[config.mk]
export PLATFORM = sky130hd
export DESIGN_NAME = sram_req_ctrl
export DESIGN_NICKNAME = d
export VERILOG_FILES = /design/src/rtl/sram_req_ctrl.sv
export SDC_FILE = /design/constraint.sdc
export NUM_CORES = 1
export LEC_CHECK = 0
export CORE_MARGIN = 3
export CORE_UTILIZATION = 40
export DETAILED_ROUTE_END_ITERATION = 8
export PLACE_DENSITY = 0.84
export SYNTH_ARGS = -nofsm -noshare
export SYNTH_HDL_FRONTEND = slang
export SYNTH_SLANG_ARGS = --single-unit
[constraint.sdc]
create_clock -name clk -period 6.16 [get_ports clk]
set_input_delay 1.232 -clock clk [delete_from_list [all_inputs] [get_ports clk]]
set_output_delay 1.232 -clock clk [all_outputs]
set_load 0.01 [all_outputs]
[src/rtl/sram_req_ctrl.sv]
// Request/response front-end for a single-port byte-write-enable SRAM macro.
// Issues SRAM strobes on request acceptance and buffers responses in a 2-entry FIFO.
`timescale 1ns/1ps

module sram_req_ctrl #(
  parameter int unsigned  DATA_WIDTH = 64,
  parameter int unsigned  DATA_DEPTH = 1024,
  localparam int unsigned ADDR_WIDTH = $clog2(DATA_DEPTH),
  localparam int unsigned BE_WIDTH   = DATA_WIDTH / 8
) (
  input  logic                  clk,
  input  logic                  rst_n,

  input  logic                  req_valid,
  output logic                  req_ready,
  input  logic                  req_write,
  input  logic [ADDR_WIDTH-1:0] req_addr,
  input  logic [DATA_WIDTH-1:0] req_wdata,
  input  logic [BE_WIDTH-1:0]   req_be,

  output logic                  rsp_valid,
  input  logic                  rsp_ready,
  output logic                  rsp_write,
  output logic [DATA_WIDTH-1:0] rsp_rdata,

  output logic                  sram_ce,
  output logic                  sram_we,
  output logic [ADDR_WIDTH-1:0] sram_addr,
  output logic [BE_WIDTH-1:0]   sram_be,
  output logic [DATA_WIDTH-1:0] sram_dataw,
  input  logic [DATA_WIDTH-1:0] sram_datar
);

  localparam int unsigned FIFO_DEPTH = 2;
  localparam int unsigned OCC_WIDTH  = 3;

  typedef struct packed {
    logic                  wr;
    logic [DATA_WIDTH-1:0] data;
  } rsp_entry_t;

  logic                 acc;
  logic                 pop;
  logic                 push;
  logic                 infl;
  logic                 infl_wr;
  logic [1:0]           cnt;
  logic                 wr_ptr;
  logic                 rd_ptr;
  logic [OCC_WIDTH-1:0] occ_next;
  rsp_entry_t           push_entry;
  rsp_entry_t           fifo [FIFO_DEPTH];

  assign acc  = req_valid & req_ready;
  assign pop  = rsp_valid & rsp_ready;
  assign push = infl;

  // Credit: entries held plus the access in flight, less what leaves this cycle
  assign occ_next  = OCC_WIDTH'(cnt) + OCC_WIDTH'(infl) - OCC_WIDTH'(pop);
  assign req_ready = rst_n & (occ_next < OCC_WIDTH'(FIFO_DEPTH));

  // SRAM strobes are driven in the acceptance cycle
  assign sram_ce    = acc;
  assign sram_we    = acc & req_write;
  assign sram_addr  = req_addr;
  assign sram_dataw = req_wdata;
  assign sram_be    = req_write ? req_be : '0;

  assign push_entry.wr   = infl_wr;
  assign push_entry.data = infl_wr ? '0 : sram_datar;

  // Stage-1 tracking of the access issued last cycle, plus the response FIFO
  always_ff @(posedge clk or negedge rst_n) begin
    if (!rst_n) begin
      infl    <= 1'b0;
      infl_wr <= 1'b0;
      cnt     <= 2'd0;
      wr_ptr  <= 1'b0;
      rd_ptr  <= 1'b0;
      fifo[0] <= '0;
      fifo[1] <= '0;
    end else begin
      infl    <= acc;
      infl_wr <= acc & req_write;
      if (push) begin
        fifo[wr_ptr] <= push_entry;
        wr_ptr       <= ~wr_ptr;
      end
      if (pop) begin
        rd_ptr <= ~rd_ptr;
      end
      cnt <= cnt + 2'(push) - 2'(pop);
    end
  end

  assign rsp_valid = (cnt != 2'd0);
  assign rsp_write = fifo[rd_ptr].wr;
  assign rsp_rdata = fifo[rd_ptr].data;

endmodule

==> reports/results.ini <==
[status]
status = completed

[global_route]
grt_pass1_vias = 4645
grt_start_max_net_pins = 72
antenna_found_initial = 0
grt_pass1_wl_um = 22700
grt_usage = 0.153
gr-total-overflow = 0

[sta]
clock_skew_ns = 0.00914
setup_viol = 0
period_share = 0.825
tightest_slew_ns = 0.955
slew_headroom = 0.364
rsz0062_at_grt = no
timing.final.ws_setup_ns = 1.08
timing.fmax_mhz = 197
hold_viol_final = 0
slew_viol_final = 0
min_period_ns = 5.08
fin_setup_tns_ns = 0

[route]
routed_via_density = 4.90
drtIter0Drc = 108
wirelength_um = 14500
drc = 0
wire_per_inst_um = 17.5
drtPass1Iterations = 4
vias = 4074
drtAntennaViolNets = 0

[floorplanning]
fp.dieH_um = 138
core_um2 = 16800
io_pins = 302
dieArea_um2 = 19000
initial_core_util = 0.414
die_x_um = 138
rows = 47

[place]
hpwl_um = 9530
pre_cts_slack_ns = 1.09
dpl_cell_area_um2 = 8050
io_buffer_count = 153
place_congestion = 0.777

[critical_path]
cp_slowest_cell = clkdlybuf4s50_1
start_kind = input port
cpPeakStageDelay_ns = 0.63
crit_chain = clkdlybuf4s50_1 -> o21a_1 -> ha_1 -> inv_1 -> ha_1 -> fa_1 -> xnor2_1 -> nor4bb_1 -> clkdlybuf4s50_1
cp_max_fo = 3
worstPathArrival_ns = 3.85
endpoint_kind = output pin
critPathKind = input port to output pin
cp_data_required_time_ns = 4.93
critPathTopFamily = buffers and inverters
path_buf_inv = 3

[flow_run]
maxCapViolCount = 0

[synthesis]
synth.avg_cell_area_um2 = 13.3
synthSimpleGateAreaFrac = 0.0712
synth.distinct_cells = 19
ys_seq_elements = 136
yosys.area_share.xor_xnor = 0.00378
synth_nets = 677
synthAdderAreaFrac = 0.00649
yosysSeqAreaShare = 0.490
synth_compound_area_frac = 0.00108
yosys_warnings = 0
synth_area_um2 = 6950
synth_top_family_by_area = multiplexers
synth_mux_area_frac = 0.316
syn_inst = 523

[cells_and_area]
drive_above_1_share = 0.291
stdcell_area_um2 = 8590
final_core_util = 0.513
diodes = 0
finalNetCount = 752
area_growth_pct = 23.7

[clocking]
clockBufferDepth = 2
numCtsBuffers = 17
cts_resized = 0
tritoncts = built
ctsHtreeMaxLevel = 4
clock_sinks = 136
post_cts.repair.setup_buffers = 0
clkTransAtPathRegs_ns = 0.05
clkLatencyLatePin_ns = 0.40
root_buffer = clkbuf_16
postCtsHoldBufs = 0

[power]
ir_worst_vdd_mv = 0.280
power_mw = 4.52
power_density_nw_per_um2 = 526
p_leak_nw = 3.59

[worst_hold_path]
hold_path_class = flip-flop to flip-flop

[routing by layer]
metal  track usage  routed length [um]  part of all wire
met5             0                   0                 0
met4        0.0626                 436             0.030
met1         0.169                5670              0.39
met2         0.271                7450              0.51
met3        0.0471                 960             0.066
[stage by stage]
stage	instances	hold WS [ns]
after global placement	799	0.464
after CTS	831	0.489
after floorplan	523	0.454
final	831	0.482
after global routing	831	0.496
after detailed placement	799	0.475
[sequential cells by signal (all words and copies together) (netlist names)]
register  count
cnt           2
fifo        130
infl          1
infl_wr       1
rd_ptr        1
wr_ptr        1
[area by class of cell]
type | instances | area, um2
fillers | 1417 | 8170
flip-flops and latches | 136 | 3410
multi-input cells | 281 | 2780
repair buffers | 158 | 1570
clock buffers | 25 | 505
well taps | 220 | 275
clock inverters | 7 | 42.5
inverters | 4 | 15.0
[report_power, final]
part	internal (mW)	total, mW	switching, mW
clock network	0.566	0.929	0.363
logic	1.26	1.99	0.738
registers	1.34	1.59	0.256
total	3.16	4.52	1.36
[worst paths after layout]
kind,cells past startpoint,startpoint,slack [ns],end
max,9,rsp_ready,1.08,sram_ce
min,1,fifo[78],0.48,fifo[78]
max reg2reg,7,cnt[1],3.95,infl
min reg2reg,1,fifo[78],0.48,fifo[78]
max in group asynchronous,2,rst_n,4.00,fifo[80]
min in group asynchronous,1,rst_n,0.82,fifo[122]
[cells in the mapped netlist]
cell	number	area share
mux2_2	139	0.23
dfrtp_1	136	0.49
buf_4	75	0.081
nor2b_1	65	0.059
mux2_1	56	0.091
buf_2	15	0.011
buf_6	10	0.016
and2_1	8	0.0072
inv_1	4	0.0022
nand2_1	3	0.0016
clkbuf_1	2	0.0011
ha_1	2	0.0036
xor2_1	2	0.0025
fa_1	1	0.0029
nor3b_1	1	0.0011
nor4b_1	1	0.0013
nor4bb_1	1	0.0014
o21a_1	1	0.0011
xnor2_1	1	0.0013
[kinds of logic (layout without fill, tap and decap cells)]
logic type | count (synthesis) | in the layout
multiplexers | 195 | 195
flip-flops | 136 | 136
buffers and inverters | 106 | 194
AND/OR/NAND/NOR | 79 | 79
adder cells (fa/ha/maj) | 3 | 3
XOR/XNOR | 3 | 3
AO/OA/AOI/OAI | 1 | 1
[worst reg2reg max path, delay by kind of cell, from the launching register on]
family	cells	cell delay [ns]
adder cells (fa/ha/maj)	3	0.84
buffers and inverters	1	0.04
flip-flops	1	0.41
AND/OR/NAND/NOR	1	0.40
AO/OA/AOI/OAI	1	0.23
XOR/XNOR	1	0.17
[layout by cell type, fill, tap and decap left out, drive strengths merged]
cell type and instances:
clkdlybuf4s50 152, xnor2 1, buf 6, ha 2, clkinv 4, clkinvlp 3, clkbuf 25, xor2 2
o21a 1, nor3b 1, nor2b 65, nor4b 1, mux2 195, and2 8, dfrtp 136, fa 1
inv 4, nand2 3, nor4bb 1
No activity file was read; power rests on OpenSTA's default activity.
